<file path="src/rtl/ntt_core_gf64_in_arb.sv">
// Round-robin input arbiter that lets NREQ decomposition sources share one NTT head.
// A grant covers one whole batch; outputs are the granted stream delayed by one register.
module ntt_core_gf64_in_arb #(
    parameter int NREQ      = 2,
    parameter int PSI       = 2,
    parameter int R         = 2,
    parameter int PBS_B_W   = 4,
    parameter int BPBS_ID_W = 4,
    parameter int BEAT_NB   = 16
) (
    input  logic                                       clk,
    input  logic                                       s_rst,
    input  logic [NREQ-1:0]                            src_req,
    output logic [NREQ-1:0]                            src_gnt,
    input  logic [NREQ-1:0][PSI*R-1:0][PBS_B_W:0]      src_data,
    input  logic [NREQ-1:0][PSI*R-1:0]                 src_vld,
    input  logic [NREQ-1:0]                            src_sob,
    input  logic [NREQ-1:0]                            src_eob,
    input  logic [NREQ-1:0]                            src_sol,
    input  logic [NREQ-1:0]                            src_eol,
    input  logic [NREQ-1:0]                            src_sog,
    input  logic [NREQ-1:0]                            src_eog,
    input  logic [NREQ-1:0][BPBS_ID_W-1:0]             src_pbs_id,
    output logic [PSI*R-1:0][PBS_B_W:0]                out_data,
    output logic [PSI*R-1:0]                           out_vld,
    output logic                                       out_sob,
    output logic                                       out_eob,
    output logic                                       out_sol,
    output logic                                       out_eol,
    output logic                                       out_sog,
    output logic                                       out_eog,
    output logic [BPBS_ID_W-1:0]                       out_pbs_id,
    output logic [1:0]                                 error
);

    localparam int IDX_W = $clog2(NREQ);
    localparam int CNT_W = $clog2(BEAT_NB + 1);

    localparam logic [0:0] IDLE = 1'b0;
    localparam logic [0:0] BUSY = 1'b1;

    logic [0:0]       state;
    logic [IDX_W-1:0] rr_ptr;
    logic [IDX_W-1:0] gnt_idx;
    logic [IDX_W-1:0] sel_idx;
    logic [IDX_W-1:0] next_ptr;
    logic             sel_hit;
    logic [CNT_W-1:0] beat_cnt;

    logic [PSI*R-1:0] g_vld;
    logic             g_eob;
    logic             beat;
    logic             last_beat;
    logic             done;
    logic             len_err;
    logic             sob_err;
    logic             proto_err;
    logic [NREQ-1:0]  stray_vld;

    // Scan offsets from the highest down so the smallest offset from rr_ptr wins.
    // NOTE: every always_comb output gets a default before any branch, so no latch is inferred.
    always_comb begin : rr_select
        int               cand;
        logic [IDX_W-1:0] cand_idx;
        sel_idx  = rr_ptr;
        sel_hit  = 1'b0;
        cand     = 0;
        cand_idx = '0;
        for (int k = NREQ - 1; k >= 0; k--) begin
            cand = int'(rr_ptr) + k;
            if (cand >= NREQ) begin
                cand = cand - NREQ;
            end
            cand_idx = IDX_W'(cand);
            if (src_req[cand_idx]) begin
                sel_idx = cand_idx;
                sel_hit = 1'b1;
            end
        end
    end

    assign g_vld     = src_vld[gnt_idx];
    assign g_eob     = src_eob[gnt_idx];
    assign beat      = (state == BUSY) && (|g_vld);
    assign last_beat = (beat_cnt == CNT_W'(BEAT_NB - 1));
    // A batch ends on eob or, to avoid a deadlock, on the BEAT_NB-th beat regardless.
    assign done      = beat && (g_eob || last_beat);
    assign len_err   = beat && (g_eob != last_beat);
    assign sob_err   = beat && src_sob[gnt_idx] && (beat_cnt != '0);
    assign next_ptr  = (gnt_idx == IDX_W'(NREQ - 1)) ? '0 : gnt_idx + 1'b1;

    for (genvar i = 0; i < NREQ; i++) begin : g_stray
        assign stray_vld[i] = (|src_vld[i]) && !((state == BUSY) && (gnt_idx == IDX_W'(i)));
    end

    assign proto_err = (|stray_vld) || sob_err;

    // NOTE: sequential state uses non-blocking assignments so every register samples pre-edge values.
    always_ff @(posedge clk) begin
        if (s_rst) begin
            state    <= IDLE;
            rr_ptr   <= '0;
            gnt_idx  <= '0;
            src_gnt  <= '0;
            beat_cnt <= '0;
            error    <= '0;
        end else begin
            error <= error | {len_err, proto_err};
            case (state)
                IDLE: begin
                    if (sel_hit) begin
                        state    <= BUSY;
                        gnt_idx  <= sel_idx;
                        src_gnt  <= NREQ'(1) << sel_idx;
                        beat_cnt <= '0;
                    end
                end
                BUSY: begin
                    if (done) begin
                        state    <= IDLE;
                        src_gnt  <= '0;
                        beat_cnt <= '0;
                        rr_ptr   <= next_ptr;
                    end else if (beat) begin
                        beat_cnt <= beat_cnt + 1'b1;
                    end
                end
                default: state <= IDLE;
            endcase
        end
    end

    // NOTE: the data and pbs_id holding registers are reset too, so the stream starts from known zeros.
    always_ff @(posedge clk) begin
        if (s_rst) begin
            out_data   <= '0;
            out_vld    <= '0;
            out_sob    <= 1'b0;
            out_eob    <= 1'b0;
            out_sol    <= 1'b0;
            out_eol    <= 1'b0;
            out_sog    <= 1'b0;
            out_eog    <= 1'b0;
            out_pbs_id <= '0;
        end else begin
            out_vld <= beat ? g_vld : '0;
            out_sob <= beat && src_sob[gnt_idx];
            out_eob <= beat && g_eob;
            out_sol <= beat && src_sol[gnt_idx];
            out_eol <= beat && src_eol[gnt_idx];
            out_sog <= beat && src_sog[gnt_idx];
            out_eog <= beat && src_eog[gnt_idx];
            if (beat) begin
                out_data   <= src_data[gnt_idx];
                out_pbs_id <= src_pbs_id[gnt_idx];
            end
        end
    end

endmodule

</file>
<file path="config.mk">
export PLATFORM = sky130hd
export DESIGN_NAME = ntt_core_gf64_in_arb
export DESIGN_NICKNAME = d
export VERILOG_FILES = /design/src/rtl/ntt_core_gf64_in_arb.sv
export SDC_FILE = /design/constraint.sdc
export NUM_CORES = 1
export LEC_CHECK = 0
export CORE_ASPECT_RATIO = 1.5
export CORE_UTILIZATION = 43
export CTS_CLUSTER_DIAMETER = 50
export DETAILED_ROUTE_END_ITERATION = 12
export HOLD_SLACK_MARGIN = 0.08
export PLACE_DENSITY = 0.89
export SYNTH_ARGS = -nofsm -noshare
export SYNTH_HDL_FRONTEND = slang
export SYNTH_SLANG_ARGS = --single-unit
</file>
<file path="constraint.sdc">
create_clock -name clk -period 3.2 [get_ports clk]
set_input_delay 0.96 -clock clk [delete_from_list [all_inputs] [get_ports clk]]
set_output_delay 0.96 -clock clk [all_outputs]
set_load 0.03 [all_outputs]
</file>
==> impl_metrics.toml, run 1 <==
[logic_synthesis]
yosysTopAreaCellShare_pct = 42.6
synth_edf_count = 0
ys_ff_latch = 46
synth_cell_types = 33
syn_area_sq_mm = 0.00216
synth_top_cell_by_area = "dfxtp_1"
syn_inst = 214
synth-async-reset-ratio_pct = 0
synth-seq-area-share_pct = 42.6
ys.flop_type = "dfxtp_1"
synthTopCellsByArea = "dfxtp_1, mux2i_1, a211oi_2"
yosys_warnings = 0
postSynthAreaPerCell_sq_um = 10.1
syn_nets = 290
synth_common_cells = "dfxtp_1, nor2_1, mux2i_1, a211oi_2, a21oi_1"
yosysMostFrequentCell = "dfxtp_1"

[clock_network]
cts_tree = "built"
postCtsSetupBuffers = 0
cts_sinks = 46
cts_made_buffers = 5
cts_buffer_depth = 2
clockRootBuffer = "clkbuf_8"
clk_pin_slew_ps = 80
clock_latency_ps = 300
cts_hold_buf = 0
cts_resized = 0
h-tree-depth = 2

[power]
finalPower_mw = 1.52
power.leakage_nw = 1.19
vdd_ir_drop_max_uv = 396
powerDensity_mw_per_mm2 = 450

[timing]
max_clock_freq_ghz = 0.389
worstMarginPinSlew_ps = 533
hold_violations = 0
skew_ps = 5.28
period_minus_slack_ps = 2570
setup_viol = 0
finalMaxSlewViolations = 0
fin_tns_setup_ps = 0
final.period_utilization_pct = 80.4
maxSlewHeadroom_pct = 64.5
rsz0062_at_grt = "false"

[detailed_routing]
avgViaCountPerCell = 5.00
wirelength_mm = 5.33
met3RoutedLength_um = 322
wl_met2_mm = 2.91
vias = 1929
wire_per_inst_um = 13.8
drt_iter0_drc = 42
first_pass_iters = 4
drtAntennaViolNets = 0
drc = 0
met1_length_mm = 1.99
top_layer_used = "met4"

[critical_path]
cpPeakStageDelay_ps = 570
critPathKind = "input port to flop"
path_cells = "clkdlybuf4s50_1 -> or4_4 -> a22o_2 -> buf_12 -> nor3_1 -> a31o_1"
end_kind = "flop"
r2r_start = "gnt_idx$_SDFFE_PP0P_"
required_ps = 3440
crit_family = "simple AND/OR/NAND/NOR gates"
crit_path_max_fanout = 52
timing.rr.end = "beat_cnt[0]$_SDFFE_PP0P_"
crit_arrival_ps = 2810
path_buf_inv = 2
critPathLaunchType = "input port"
critPathSlowestCell = "or4_4"
rrSetupSlack_ps = 1150
r2r_cells = 6

[finish]
area_growth_pct = 56.1
final_net_count = 395
fin_area_sq_mm = 0.00337
drive_above_1_share_pct = 12.8
antenna_cells = 0
fillers = 372

[floorplan]
die_w_um = 59.9
io_pins = 110
start_util_pct = 44.6
core_sq_mm = 0.00485
die_y_um = 88.8
fp-row-count = 31
die_area_sq_mm = 0.00532

[run]
maxCapViolCount = 0

[hold_path]
hold_path_depth = 2
hp-start = "beat_cnt[4]$_SDFFE_PP0P_"
min_to = "beat_cnt[4]$_SDFFE_PP0P_"
hp-class = "flop to flop"

[place]
io_buffer_count = 109
dpl-instance-area_sq_mm = 0.00328
dp_hpwl_mm = 4.15
place.gp.congestion = 0.858

[grt]
grt_pass1_wl_mm = 8.12
grt_overflow = 0
antenna_found_initial = 0
grt_max_degree = 53
grt_pass1_vias = 1849
grt.total_usage_pct = 20.7

[status]
status = "complete, no violations"
==> worst max path at each step <==
| stage | startpoint | endpoint | slack (ps) | cells after the start |
|---|---|---|---|---|
| floorplan | src_vld[1] | out_data[2]$_SDFFE_PP0P_ | 840 | 6 |
| global placement | src_vld[1] | beat_cnt[0]$_SDFFE_PP0P_ | 360 | 6 |
| detailed placement | src_vld[1] | beat_cnt[0]$_SDFFE_PP0P_ | 330 | 6 |
| CTS | src_vld[1] | beat_cnt[0]$_SDFFE_PP0P_ | 630 | 6 |
| global route | src_vld[1] | beat_cnt[0]$_SDFFE_PP0P_ | 530 | 6 |
| finish | src_vld[1] | beat_cnt[0]$_SDFFE_PP0P_ | 630 | 6 |
==> flip-flops by register name, summed over array words and instances (netlist names) <==
name        flops
out_eog         1
out_sog         1
out_eol         1
src_gnt         2
beat_cnt        5
state           1
rr_ptr          1
out_pbs_id      4
error           2
out_sob         1
gnt_idx         1
out_data       20
out_eob         1
out_vld         4
out_sol         1
==> per-stage QoR <==
stage | hold slack [ps] | util [%] | setup WS [ps] | cells
3_5_place_dp | 447 | 67.6 | 333 | 378
6_report | 458 | 69.6 | 628 | 386
5_1_grt | 472 | 69.6 | 533 | 386
2_1_floorplan | 432 | - | 843 | 214
4_1_cts | 459 | 69.6 | 627 | 386
3_3_place_gp | 440 | 67.6 | 357 | 378
==> final cells by class <==
class	instances	area, sq um	share of cell area, %
inverters	6	22.5	0.668
repair buffers	112	1120	33.2
flip-flops and latches	46	922	27.3
clock inverters	2	12.5	0.371
clock buffers	6	82.6	2.45
multi-input cells	148	1130	33.5
well taps	66	82.6	2.45
==> routing by layer <==
| metal | track usage, % | vias up |
|---|---|---|
| met5 | 0 | - |
| met3 | 5.12 | 13 |
| met1 | 19.5 | 891 |
| met4 | 9.30 | 0 |
| met2 | 40.2 | 59 |
| li1 | - | 966 |
==> cell usage in the layout (no fill, tap or decap) <==
cell             instances
a211oi_1                 1
a211oi_2                24
a21o_1                   1
a21oi_1                  7
a22o_2                   1
a22oi_1                  1
a31o_1                   1
a31oi_1                  1
and2_1                   2
and3_1                   1
buf_12                   1
buf_2                    1
buf_4                    2
clkbuf_8                 6
clkdlybuf4s50_1        108
clkinv_2                 1
clkinvlp_4               1
dfxtp_1                 45
dfxtp_2                  1
ha_1                     4
inv_1                    6
mux2i_1                 35
nand2_1                  5
nand2b_1                 4
nand3_1                  3
nand3b_1                 1
nand4b_1                 1
nor2_1                  42
nor2b_1                  1
nor3_1                   3
nor3b_1                  1
o211ai_1                 1
o21ai_0                  2
o21bai_1                 1
o31ai_2                  1
or3_1                    1
or4_4                    2
==> tightest hold or removal path: cells and delay by family, from the launching register on <==
family,cells,cell delay [ps]
AOI/OAI and AO/OA,1,50
DFF,1,320
and+or+nand+nor,1,50
==> power breakdown <==
| group | total (mW) | switching (mW) | internal, mW |
|---|---|---|---|
| Clock | 0.362 | 0.188 | 0.174 |
| Combinational | 0.503 | 0.261 | 0.242 |
| Sequential | 0.654 | 0.0285 | 0.626 |
==> kinds of logic after synthesis <==
| logic type | after synthesis | synth area share (%) |
|---|---|---|
| compound gates | 42 | 19.4 |
| fa+ha+maj | 4 | 2.32 |
| buf+inv | 20 | 5.15 |
| flops | 46 | 42.6 |
| mux | 35 | 16.2 |
| simple gates | 67 | 14.3 |
(Power assumes the default switching activity.)
==> run 2, diff against run 1 <==
--- a/config.mk
+++ b/config.mk
@@ -6,11 +6,11 @@
 export NUM_CORES = 1
 export LEC_CHECK = 0
 export CORE_ASPECT_RATIO = 1.5
-export CORE_UTILIZATION = 43
+export CORE_UTILIZATION = 40
 export CTS_CLUSTER_DIAMETER = 50
 export DETAILED_ROUTE_END_ITERATION = 12
 export HOLD_SLACK_MARGIN = 0.08
-export PLACE_DENSITY = 0.89
+export PLACE_DENSITY = 0.83
 export SYNTH_ARGS = -nofsm -noshare
 export SYNTH_HDL_FRONTEND = slang
 export SYNTH_SLANG_ARGS = --single-unit
==> constraint.sdc (replaced) <==
create_clock -name clk -period 2.7 [get_ports clk]
set_input_delay 0.81 -clock clk [delete_from_list [all_inputs] [get_ports clk]]
set_output_delay 0.81 -clock clk [all_outputs]
set_load 0.03 [all_outputs]
==> run 2 against run 1 <==
Highest routed layer unchanged. Setup slack got worse by 320 ps. Global-route usage fell by 1.6 points. Clock power rose by 70%.
==> impl_metrics.toml, run 2 (synthesized netlist as in run 1, its figures left out) <==
[floorplan]
core_sq_mm = 0.00516
die_w_um = 62.0
start_util_pct = 41.8
io_pins = 110
fp-row-count = 32
die_area_sq_mm = 0.00571
die_y_um = 92.0

[clock_network]
cts_resized = 0
cts_hold_buf = 0
cts_buffer_depth = 2
cts_made_buffers = 5
cts_tree = "built"
h-tree-depth = 2
postCtsSetupBuffers = 0
clockRootBuffer = "clkbuf_8"
clk_pin_slew_ps = 80
clock_latency_ps = 290
cts_sinks = 46

[finish]
mostFrequentLayoutCell = "clkdlybuf4s50_1"
reg_top3 = "out_data (20), beat_cnt (5)"
area_growth_pct = 60.0
layoutNonFillerInstCount = 391
antenna_cells = 0
final_cell_mix = "clkdlybuf4s50_1, dfxtp_1, nor2_1"
largest_register_ffs = 20
final_net_count = 398
drive_above_1_share_pct = 13.6
largest-register = "out_data"

[place]
dp.cells = 383
place.gp.congestion = 0.824
dp_hpwl_mm = 4.03
io_buffer_count = 109

[power]
finalPower_mw = 2.00
vdd_ir_drop_max_uv = 385
powerDensity_mw_per_mm2 = 577
power.leakage_nw = 1.23

[timing]
finalMaxSlewViolations = 0
final.period_utilization_pct = 88.7
fin_tns_setup_ps = 0
worstMarginPinSlew_ps = 469
maxSlewHeadroom_pct = 68.7
max_clock_freq_ghz = 0.418
period_minus_slack_ps = 2390
skew_ps = 9.98
rsz0062_at_grt = "false"
setup_viol = 0
hold_violations = 0

[run]
maxCapViolCount = 0

[detailed_routing]
drtAntennaViolNets = 0
vias = 1945
first_pass_iters = 4
drc = 0
drt_iter0_drc = 92
wirelength_mm = 5.28
avgViaCountPerCell = 4.97
wire_per_inst_um = 13.5

[status]
status = "complete, no violations"

[grt]
grt_overflow = 0
grt_max_degree = 49
antenna_found_initial = 0
grt_pass1_vias = 1846
grt.total_usage_pct = 19.1
grt_pass1_wl_mm = 8.14

[hold_path]
hp-start = "beat_cnt[4]$_SDFFE_PP0P_"
hp-class = "flop to flop"
hold_path_depth = 2
min_to = "beat_cnt[4]$_SDFFE_PP0P_"

[critical_path]
required_ps = 2930
critPathKind = "input port to flop"
r2r_cells = 5
critPathLaunchType = "input port"
rrSetupSlack_ps = 790
crit_path_max_fanout = 8
timing.rr.end = "beat_cnt[4]$_SDFFE_PP0P_"
end_kind = "flop"
crit_arrival_ps = 2620
r2r_start = "gnt_idx$_SDFFE_PP0P_"
run 2: cell types whose count changed in the layout (fill, tap and decap cells not counted), sizes merged:
cell,delta
buf,+3
bufinv,+2
clkinvlp,-1
clkinv,-1
run 2: how the worst max path moves through the flow:
| stage | cells after the start | startpoint | slack [ps] | end |
|---|---|---|---|---|
| 6_report | 6 | src_vld[1] | 310 | beat_cnt[0]$_SDFFE_PP0P_ |
| 5_1_grt | 6 | src_vld[1] | 210 | src_gnt[1]$_SDFFE_PP0P_ |
| 4_1_cts | 6 | src_vld[1] | 320 | src_gnt[1]$_SDFFE_PP0P_ |
| 3_5_place_dp | 6 | src_vld[1] | 10 | src_gnt[1]$_SDFFE_PP0P_ |
| 3_3_place_gp | 6 | src_vld[1] | 60 | src_gnt[1]$_SDFFE_PP0P_ |
| 2_1_floorplan | 6 | src_vld[1] | 490 | out_data[2]$_SDFFE_PP0P_ |
run 2: layout make-up:
cell class / count / area (sq um)
multi-input combinational: 148 / 1130
timing repair buffer: 115 / 1160
clock buffer: 6 / 82.6
fill: 417 / 1710
tap: 68 / 85.1
inverter: 6 / 22.5
sequential: 46 / 922
clock inverter: 2 / 60.1
run 2: layer usage:
metal | track usage, % | wire, um
met1 | 18.9 | 1950
met4 | 7.96 | 122
met5 | 0 | 0
met2 | 35.5 | 2930
met3 | 4.09 | 276
run 2: critical path, stage by stage:
cell and delay [ps]:
clkdlybuf4s50_1 420, or4_4 580, a22o_2 300, buf_4 170, nor3_1 190, a31o_1 150
run 2: power breakdown:
group	total (mW)	switching [mW]	internal, mW
sequential	0.778	0.0368	0.742
clock	0.617	0.222	0.395
combinational	0.601	0.304	0.296
run 2: metrics by stage:
stage               hold slack, ps  area (sq um)  util (%)  setup slack [ps]
detailed placement             448          3320      64.2              14.8
finish                         453          3460      67.0               305
floorplan                      432          2160         -               493
CTS                            459          3460      67.0               322
global route                   501          3460      67.0               214
global placement               440          3320      64.2              62.5
